<file path="config.mk">
export PLATFORM = sky130hd
export DESIGN_NAME = sr_flag_bank_flat
export DESIGN_NICKNAME = d
export VERILOG_FILES = /design/src/rtl/sr_flag_bank_if.sv /design/src/rtl/sr_flag_bank.sv /design/src/flat_wrapper.sv
export SDC_FILE = /design/constraint.sdc
export NUM_CORES = 1
export LEC_CHECK = 0
export ABC_AREA = 1
export BUFFER_PORTS_ARGS = -buffer_cell sky130_fd_sc_hd__buf_2
export CORE_UTILIZATION = 39
export CTS_CLUSTER_SIZE = 8
export DETAILED_ROUTE_END_ITERATION = 10
export GPL_TIMING_DRIVEN = 0
export PLACE_DENSITY_LB_ADDON = 0.2
export REMOVE_ABC_BUFFERS = 1
export SLEW_MARGIN = 25
export SYNTH_ARGS = -nofsm -noshare
export SYNTH_HDL_FRONTEND = slang
export SYNTH_SLANG_ARGS = --single-unit
</file>
<file path="constraint.sdc">
create_clock -name clk -period 2.4 [get_ports clk]
set_input_delay 0 -clock clk [delete_from_list [all_inputs] [get_ports clk]]
set_output_delay 0 -clock clk [all_outputs]
set_load 0.03 [all_outputs]
</file>
<file path="src/rtl/sr_flag_bank_if.sv">
// Bus bundle for sr_flag_bank: per-bit set/reset requests in, flag state and summaries out.
interface sr_flag_bank_if #(
  parameter int unsigned WIDTH = 8
);
  localparam int unsigned CntW = $clog2(WIDTH + 1);

  logic [WIDTH-1:0] s;
  logic [WIDTH-1:0] r;
  logic             clear_all;
  logic [WIDTH-1:0] q;
  logic [WIDTH-1:0] rise;
  logic             any;
  logic [CntW-1:0]  count;

  modport master (
    output s, r, clear_all,
    input  q, rise, any, count
  );

  modport slave (
    input  s, r, clear_all,
    output q, rise, any, count
  );
endinterface

</file>
<file path="src/rtl/sr_flag_bank.sv">
// Bank of independent set/reset flags with selectable s/r conflict resolution,
// optional edge-triggered set and optional per-bit auto-clear after a hold time.
module sr_flag_bank #(
  parameter int unsigned      WIDTH       = 8,
  parameter logic [WIDTH-1:0] RESET_VALUE = '0,
  parameter int unsigned      PRIORITY    = 0,
  parameter bit               EDGE_SET    = 1'b0,
  parameter int unsigned      HOLD_CYCLES = 0
) (
  input logic           clk,
  input logic           reset,
  sr_flag_bank_if.slave bus
);

  localparam int unsigned CntW = $clog2(WIDTH + 1);

  logic [WIDTH-1:0] q_q, q_d;
  logic [WIDTH-1:0] q_dly_q;
  logic [WIDTH-1:0] s_dly_q;
  logic [WIDTH-1:0] se;
  logic [WIDTH-1:0] expire;
  logic [CntW-1:0]  ones;

  assign se = EDGE_SET ? (bus.s & ~s_dly_q) : bus.s;

  always_comb begin
    q_d = q_q;
    for (int i = 0; i < WIDTH; i++) begin
      if (bus.clear_all) begin
        q_d[i] = 1'b0;
      end else if (se[i] && bus.r[i]) begin
        if (PRIORITY == 2) begin
          q_d[i] = ~q_q[i];
        end else if (PRIORITY == 1) begin
          q_d[i] = 1'b1;
        end else begin
          q_d[i] = 1'b0;
        end
      end else if (se[i]) begin
        q_d[i] = 1'b1;
      end else if (bus.r[i]) begin
        q_d[i] = 1'b0;
      end else if (expire[i]) begin
        q_d[i] = 1'b0;
      end
    end
  end

  always_ff @(posedge clk) begin
    if (reset) begin
      q_q     <= RESET_VALUE;
      q_dly_q <= RESET_VALUE;
      s_dly_q <= '0;
    end else begin
      q_q     <= q_d;
      q_dly_q <= q_q;
      s_dly_q <= bus.s;
    end
  end

  if (HOLD_CYCLES > 0) begin : g_hold
    localparam logic [7:0] HoldVal = 8'(HOLD_CYCLES);

    logic [7:0] cnt_q [WIDTH];
    logic [7:0] cnt_d [WIDTH];

    always_comb begin
      for (int i = 0; i < WIDTH; i++) begin
        expire[i] = q_q[i] && (cnt_q[i] == 8'd1);
      end
    end

    // Any set that leaves the bit high reloads, so retrigger and set-on-expiry both win.
    always_comb begin
      for (int i = 0; i < WIDTH; i++) begin
        cnt_d[i] = '0;
        if (q_d[i]) begin
          if (se[i]) begin
            cnt_d[i] = HoldVal;
          end else if (cnt_q[i] != 8'd0) begin
            cnt_d[i] = cnt_q[i] - 8'd1;
          end
        end
      end
    end

    always_ff @(posedge clk) begin
      for (int i = 0; i < WIDTH; i++) begin
        if (reset) begin
          cnt_q[i] <= RESET_VALUE[i] ? HoldVal : 8'd0;
        end else begin
          cnt_q[i] <= cnt_d[i];
        end
      end
    end
  end else begin : g_no_hold
    assign expire = '0;
  end

  always_comb begin
    ones = '0;
    for (int i = 0; i < WIDTH; i++) begin
      ones = ones + CntW'(q_q[i]);
    end
  end

  assign bus.q     = q_q;
  assign bus.rise  = q_q & ~q_dly_q;
  assign bus.any   = |q_q;
  assign bus.count = ones;

endmodule

</file>
<file path="src/flat_wrapper.sv">
// flat-port wrapper written by rule: the top's interface ports become plain ports
module sr_flag_bank_flat 
#(
  parameter int unsigned      WIDTH       = 8,
  parameter logic [WIDTH-1:0] RESET_VALUE = '0,
  parameter int unsigned      PRIORITY    = 0,
  parameter bit               EDGE_SET    = 1'b0,
  parameter int unsigned      HOLD_CYCLES = 0
)
  (clk, reset, bus_s, bus_r, bus_clear_all, bus_q, bus_rise, bus_any, bus_count);
  sr_flag_bank_if #(.WIDTH(WIDTH)) bus_i ();
  input logic clk;
  input logic reset;
  input wire logic [$bits(bus_i.s)-1:0] bus_s;
  input wire logic [$bits(bus_i.r)-1:0] bus_r;
  input wire logic [$bits(bus_i.clear_all)-1:0] bus_clear_all;
  output wire logic [$bits(bus_i.q)-1:0] bus_q;
  output wire logic [$bits(bus_i.rise)-1:0] bus_rise;
  output wire logic [$bits(bus_i.any)-1:0] bus_any;
  output wire logic [$bits(bus_i.count)-1:0] bus_count;
  assign bus_i.s = bus_s;
  assign bus_i.r = bus_r;
  assign bus_i.clear_all = bus_clear_all;
  assign bus_q = bus_i.q;
  assign bus_rise = bus_i.rise;
  assign bus_any = bus_i.any;
  assign bus_count = bus_i.count;
  sr_flag_bank #(.WIDTH(WIDTH), .RESET_VALUE(RESET_VALUE), .PRIORITY(PRIORITY), .EDGE_SET(EDGE_SET), .HOLD_CYCLES(HOLD_CYCLES)) u_core (.clk(clk), .reset(reset), .bus(bus_i));
endmodule
</file>
## Word-level counts from Yosys, hierarchy flattened

Cells that the tools add are included.

- Add/sub/neg operators: 7
- Muxes and demuxes: 16
- Bitwise operators: 2
- Reductions and logical operators: 25

Operator list:

| cell | number |
|---|---|
| 4-bit by 1-bit adder with 4-bit output | 6 |
| 3-bit OR reduction | 8 |
| 1-bit 2-to-1 mux | 16 |
| 2-bit nonzero test | 8 |
| 8-bit bitwise AND | 1 |
| 1-bit logical AND | 8 |
| 8-bit NOT | 1 |
| 8-bit OR reduction | 1 |
| 1-bit by 1-bit adder with 2-bit output | 1 |

- Register bits after elaboration: 16
- Input bits: 19
- Output and inout port bits: 21
- Word-level logic and storage cells: 59

## Depth between registers and ports, before layout

Gate-level depths: netlist (run 1).

- Word-level depth: 7
- Depth in mapped cells: 9
- Mapped depth without buffers: 9

## Least setup slack after synthesis (run 1)

Ideal clock, no wire load.

- Kind: reg2out
- Start point: reg u_core.q_q[0], in the netlist u_core.bus.q[0]
- End point: out bus_count[2]
- Arrival time: 3184 ps
- Path slack: -784 ps
- Stages on the path, launching flop included: 9
- Buffers on the path: 0
- Path through: dfxtp_1 -> inv_1 -> ha_1 -> inv_1 -> fa_1 -> fa_1 -> fa_1 -> fa_1 -> xnor2_1

- Word-level cells in the longest chain between the ends: 7

RTL lines:

| element | line | text |
|---|---|---|
| start, declared | sr_flag_bank.sv:17 | `logic [WIDTH-1:0] q_q, q_d;` |
| start signal, assigned | sr_flag_bank.sv:55 | `q_q <= q_d;` |
| 1-bit by 1-bit adder with 2-bit output | sr_flag_bank.sv:103 | `ones = ones + CntW'(q_q[i]);` |
| 4-bit by 1-bit adder with 4-bit output (6 in series) | sr_flag_bank.sv:103 |  |
| end, declared | flat_wrapper.sv:20 | `output wire logic [$bits(bus_i.count)-1:0] bus_count;` |

Every way passes these cells.

## Worst setup path after layout (run 1)

- Start point: reg u_core.q_q[1], in the netlist u_core.bus.q[1]
- End point: out bus_count[1]

Same word-level chain as after synthesis.

==> results of run 1 <==
[cell families (layout without fill, tap and decap cells)]
| group | after synthesis | count (layout) | share of synthesized area (%) |
|---|---|---|---|
| and+or+nand+nor | 47 | 47 | 25.4 |
| buffers and inverters | 23 | 85 | 12.4 |
| DFF | 16 | 16 | 42.2 |
| adders and majority gates | 8 | 8 | 17.2 |
| AOI/OAI and AO/OA | 2 | 2 | 1.65 |
| xor gates and xnor gates | 1 | 1 | 1.16 |
[critical path, stage by stage (launching register included)]
cell and delay (ns):
dfxtp_2 0.35, inv_2 0.05, ha_4 0.26, inv_2 0.03, fa_1 0.49, fa_1 0.43
fa_2 0.37, fa_2 0.54, inv_2 0.04, buf_6 0.12
[power by group]
part           total [mW]  switching (mW)  internal [mW]  leakage, nW
combinational       0.135          0.0744         0.0609        0.563
clock               0.181          0.0884         0.0924       0.0210
sequential          0.275         0.00358          0.272        0.131
[layout make-up]
cell class / instances / area share [%]
timing repair buffer: 59 / 32.6
multi-input combinational: 58 / 29.2
sequential: 16 / 26.1
inverter: 22 / 6.67
clock buffer: 4 / 2.93
tap: 25 / 2.53
[worst min-delay path by stage]
stage                  start                      endpoint  slack [ns]  cells after the start
3_3_place_gp        bus_s[0]  u_core.bus.q[0]$_SDFFE_PP0P_        0.21                      3
2_1_floorplan          reset  u_core.q_dly_q[0]$_SDFF_PP0_        0.07                      1
4_1_cts        bus_clear_all  u_core.bus.q[4]$_SDFFE_PP0P_        0.03                      4
6_report       bus_clear_all  u_core.bus.q[4]$_SDFFE_PP0P_        0.02                      4
3_5_place_dp        bus_s[0]  u_core.bus.q[0]$_SDFFE_PP0P_        0.22                      3
5_1_grt        bus_clear_all  u_core.bus.q[4]$_SDFFE_PP0P_        0.03                      4
[timing repair]
item | CTS | global route
hold buffers | 16 | 0
endpoints found under the setup margin | 4 | 4
buffers inserted | 4 | 0
gates resized for setup | 14 | 2
hold endpoints to repair | 8 | 0
[state kept, by name, indices dropped and copies added, names as in the netlist]
signal and flops:
u_core.bus.q 8, u_core.q_dly_q 8
[Yosys cell counts]
| cell type | count | share of area [%] |
|---|---|---|
| nor2_1 | 33 | 16 |
| ha_1 | 4 | 6.6 |
| fa_1 | 4 | 11 |
| buf_6 | 1 | 1.5 |
| inv_1 | 22 | 11 |
| nor2_8 | 1 | 2.6 |
| o21bai_1 | 1 | 0.99 |
| xnor2_1 | 1 | 1.2 |
| nand2_1 | 13 | 6.4 |
| o21ai_0 | 1 | 0.66 |
| dfxtp_1 | 16 | 42 |
[through the flow]
stage,hold slack [ns],power [mW],setup TNS (ns)
floorplan,0.0724,0.347,-1.97
global placement,0.212,0.383,-0.913
detailed placement,0.223,0.386,-1.03
CTS,0.0258,0.593,-1.58
global route,0.0296,0.625,-1.85
finish,0.0225,0.592,-1.57
[metal layers]
| metal | part of all wire [%] | up-vias | wire length [microns] |
|---|---|---|---|
| li1 | - | 399 | - |
| met1 | 42 | 337 | 719 |
| met2 | 52 | 27 | 892 |
| met3 | 4.7 | 4 | 81 |
| met4 | 1.9 | 0 | 33 |
| met5 | 0 | - | 0 |
[layout by cell type (no fill, tap or decap), drive strengths merged]
| cell type | Yosys | routed |
|---|---|---|
| buf | 1 | 43 |
| nor2 | 34 | 34 |
| inv | 22 | 22 |
| dlygate4sd3 | 0 | 16 |
| dfxtp | 16 | 16 |
| nand2 | 13 | 13 |
| ha | 4 | 4 |
| clkbuf | 0 | 4 |
| fa | 4 | 4 |
| xnor2 | 1 | 1 |
| o21ai | 1 | 1 |
| o21bai | 1 | 1 |
==> impl_metrics.yaml, run 1 <==
floorplanning:
  die_x_microns: 46.1
  core_sq_mm: 0.00178
  placementRows: 15
  ios: 40
  initial_core_util_pct: 42.5
  die_h_microns: 46.1
  die_area_sq_mm: 0.00212
outcome:
  outcome: "complete, but fails checks"
  violations: "setup timing"
timing:
  finalSetupViolCount: 4
  period_share_pct: 124
  rsz0062_at_grt: "yes"
  fin_crit_ns: 2.98
  slew_headroom_pct: 83.7
  drv_slew: 0
  clock_skew_ns: 0.00768
  worstMarginPinSlew_ns: 0.245
  fin_ws_ns: -0.577
  hold_violations: 0
  fmax_ghz: 0.336
global_route:
  grt_use_met1_pct: 20.5
  grt_pass1_vias: 718
  overflow: 0
  grt_pass1_wl_mm: 2.72
  groute.usage.overall_pct: 18.7
  gr-usage-met3_pct: 3.53
  grt_max_degree: 10
  met2_usage_pct: 32.4
  antenna_found_initial: 0
  grt.busiest_layer: "met2"
route:
  drt_iter0_drc: 6
  detail-route-antenna-nets: 0
  dr.pass1.iters: 4
  drc_errors: 0
  vias: 767
  routedWlPerCell_microns: 9.38
  viasPerCell: 4.17
  wirelength_mm: 1.73
cts:
  root_buffer: "clkbuf_4"
  clkTransAtPathRegs_ns: 0.10
  ctsHtreeMaxLevel: 1
  cts_tree: "yes"
  clkSinkCount: 16
  clock_latency_ns: 0.29
  cts_buffers: 3
  clockBufferDepth: 2
placement:
  io_buffers: 39
  hpwl_mm: 1.21
  place_ws_ns: -0.469
  placed_area_sq_um: 973
  numPlacedInstances: 160
  routabilityCongestion: 0.705
synth:
  synth_cells: 97
  ys_ff_latch: 16
  yosysSeqAreaShare_pct: 42.2
  post_synth.cell_area_avg_sq_um: 7.82
  synth_area_sq_um: 758
  synth.distinct_cells: 11
  yosys_warnings: 0
power_and_ir_drop:
  power.density_mw_per_mm2: 478
  p_leak_nw: 0.714
  vdd_drop_max_mv: 0.290
worst_setup_path:
  r2r-start: "u_core.bus.q[1]$_SDFFE_PP0P_"
  critPathLaunch: "u_core.bus.q[1]$_SDFFE_PP0P_"
  critPathKind: "reg2out"
  r2r_cells: 4
  reg2reg_to: "u_core.bus.q[1]$_SDFFE_PP0P_"
  endpoint_kind: "output port"
  arrival_ns: 2.98
  rrSetupSlack_ns: 1.13
  worst_ep_required_time_ns: 2.40
  cp-start-kind: "flop"
  endpoint: "bus_count[1]"
  critPathMaxFanout: 2
layout:
  area_delta_synth_final_pct: 63.2
  drive_gt1_share_pct: 36.5
  nets: 187
  fin_cells: 184
  seq_area_sq_um: 323
  diodes: 0
  fin_util_pct: 69.4
  multi_input_area_sq_um: 362
  fillers: 157
  stdcell_area_sq_mm: 0.00124
run:
  max_cap_viol_count: 0
worst_hold_path:
  hold_class: "in2reg"
(Power assumes the default switching activity.)
==> inputs of run 2 (changes only) <==
--- a/config.mk
+++ b/config.mk
@@ -6,10 +6,11 @@
 export NUM_CORES = 1
 export LEC_CHECK = 0
 export ABC_AREA = 1
-export BUFFER_PORTS_ARGS = -buffer_cell sky130_fd_sc_hd__buf_2
-export CORE_UTILIZATION = 39
+export CORE_MARGIN = 2
+export CORE_UTILIZATION = 53
 export CTS_CLUSTER_SIZE = 8
 export DETAILED_ROUTE_END_ITERATION = 10
+export DONT_BUFFER_PORTS = 1
 export GPL_TIMING_DRIVEN = 0
 export PLACE_DENSITY_LB_ADDON = 0.2
 export REMOVE_ABC_BUFFERS = 1
==> impl_metrics.yaml, run 2 (synthesized netlist as in run 1, its figures left out) <==
outcome:
  outcome: "complete, but fails checks"
  violations: "setup timing"
floorplanning:
  die_x_microns: 41.8
  ios: 40
  die_area_sq_mm: 0.00175
  placementRows: 13
  core_sq_mm: 0.00132
  die_h_microns: 41.8
  initial_core_util_pct: 57.5
layout:
  fillers: 77
  fin_util_pct: 84.4
  layout_common_cells: "nor2_1, dlygate4sd3_1, inv_1"
  area_delta_synth_final_pct: 46.7
  final_common_cell: "nor2_1"
  drive_gt1_share_pct: 19.2
  fin_cells: 140
  nets: 153
  diodes: 0
  stdcell_area_sq_mm: 0.00111
power_and_ir_drop:
  pwr-share-seq_pct: 49.7
  p_comb_share_pct: 18.7
  power.density_mw_per_mm2: 513
  p_int_mw: 0.405
  p_sw_mw: 0.165
  swShare_pct: 29.0
  clkPwrFrac_pct: 31.6
  vdd_drop_max_mv: 0.352
  p_leak_nw: 0.565
timing:
  period_share_pct: 127
  fmax_ghz: 0.328
  slew_headroom_pct: 58.5
  whs_ns: 0.381
  rsz0062_at_grt: "yes"
  drv_slew: 0
  hold_violations: 0
  worstMarginPinSlew_ns: 0.621
  clock_skew_ns: 0.00169
  fin_ws_ns: -0.650
  fin_crit_ns: 3.05
  finalSetupViolCount: 4
worst_setup_path:
  cp_slowest_cell: "fa_1"
  max_stage_delay_ns: 0.50
  crit_family: "adder cells"
  endpoint_kind: "output port"
  rrSetupSlack_ns: 1.02
  worst_ep_required_time_ns: 2.40
  critPathKind: "reg2out"
  arrival_ns: 3.05
  worstPathCellList: "inv_4, ha_4, inv_2, fa_1, fa_1, fa_2, fa_2, xnor2_4"
  cp-start-kind: "flop"
  critPathMaxFanout: 4
  crit_buf_inv: 2
cts:
  clkSinkCount: 16
  clockBufferDepth: 2
  clock_latency_ns: 0.29
  cts_buffers: 3
  clkTransAtPathRegs_ns: 0.09
  root_buffer: "clkbuf_4"
  cts_tree: "yes"
  ctsHtreeMaxLevel: 1
route:
  wirelength_mm: 2.06
  routedWlPerCell_microns: 14.7
  vias: 672
  viasPerCell: 4.80
  dr.pass1.iters: 4
  drc_errors: 0
  drt_iter0_drc: 20
  detail-route-antenna-nets: 0
global_route:
  overflow: 0
  grt_pass1_wl_mm: 3.08
  grt_pass1_vias: 711
  grt_max_degree: 10
  antenna_found_initial: 0
  groute.usage.overall_pct: 24.7
placement:
  placed_area_sq_um: 766
  routabilityCongestion: 0.644
  numPlacedInstances: 111
  place_ws_ns: -0.970
  hpwl_mm: 1.06
  io_buffers: 0
worst_hold_path:
  hold_class: "in2reg"
run:
  max_cap_viol_count: 0
-- run 2: cell count changes in the layout (fill, tap and decap cells not counted), moves of 2 or more --
cell and change:
buf_2 -35, dlygate4sd3_1 +4, buf_4 -3, inv_2 -3, inv_4 +3, dfxtp_1 -2
dfxtp_4 +2
-- run 2: layer usage --
metal / track usage [%] / share of wire, % / vias to the layer above
li1: - / - / 331
met1: 22.0 / 37 / 299
met2: 47.2 / 52 / 32
met3: 10.4 / 7.2 / 10
met4: 10.3 / 3.8 / 0
met5: 0 / 0 / -
-- run 2: timing repair --
item / in CTS / in global routing
hold buffers: 20 / 0
endpoints found under the hold margin: 16 / 0
resized for setup: 24 / 0
pin swaps: 2 / 1
endpoints found under the setup margin: 4 / 4
buffers inserted: 5 / 0
-- run 2: worst register-to-register path, delay by kind of cell, from the launching register on --
| kind | cells | cell delay [ns] |
|---|---|---|
| buffers and inverters | 1 | 0.56 |
| DFF | 1 | 0.54 |
| and+or+nand+nor | 2 | 0.24 |
-- run 2: area by class of cell --
type / instances / area (sq um) / share of cell area [%]
multi-input combinational: 58 / 392 / 35.2
clock buffer: 4 / 36.3 / 3.26
sequential: 16 / 330 / 29.7
tap: 15 / 18.8 / 1.69
inverter: 22 / 90.1 / 8.10
timing repair buffer: 25 / 245 / 22.0
-- run 2: final timing paths --
kind | end | cells after the start | from
worst max-delay path | bus_count[2] | 8 | u_core.bus.q[1]$_SDFFE_PP0P_
worst max register to register | u_core.bus.q[6]$_SDFFE_PP0P_ | 3 | u_core.bus.q[6]$_SDFFE_PP0P_
worst min register to register | u_core.q_dly_q[0]$_SDFF_PP0_ | 3 | u_core.bus.q[0]$_SDFFE_PP0P_
worst min-delay path | u_core.bus.q[7]$_SDFFE_PP0P_ | 3 | bus_s[7]
-- run 2: power by group through the flow --
stage                     Clock [mW]  Sequential (mW)  Combinational [mW]
after global placement             0            0.290              0.0624
after CTS                      0.178            0.283               0.103
after global routing           0.192            0.284               0.114
after floorplan                    0            0.289              0.0576
after detailed placement           0            0.290              0.0657
final                          0.180            0.284               0.106
-- run 2: per-stage QoR --
step	total power, mW	TNS (ns)
detailed placement	0.356	-2.66
global route	0.591	-2.39
global placement	0.352	-2.33
finish	0.570	-2.08
floorplan	0.347	-1.97
CTS	0.564	-2.08
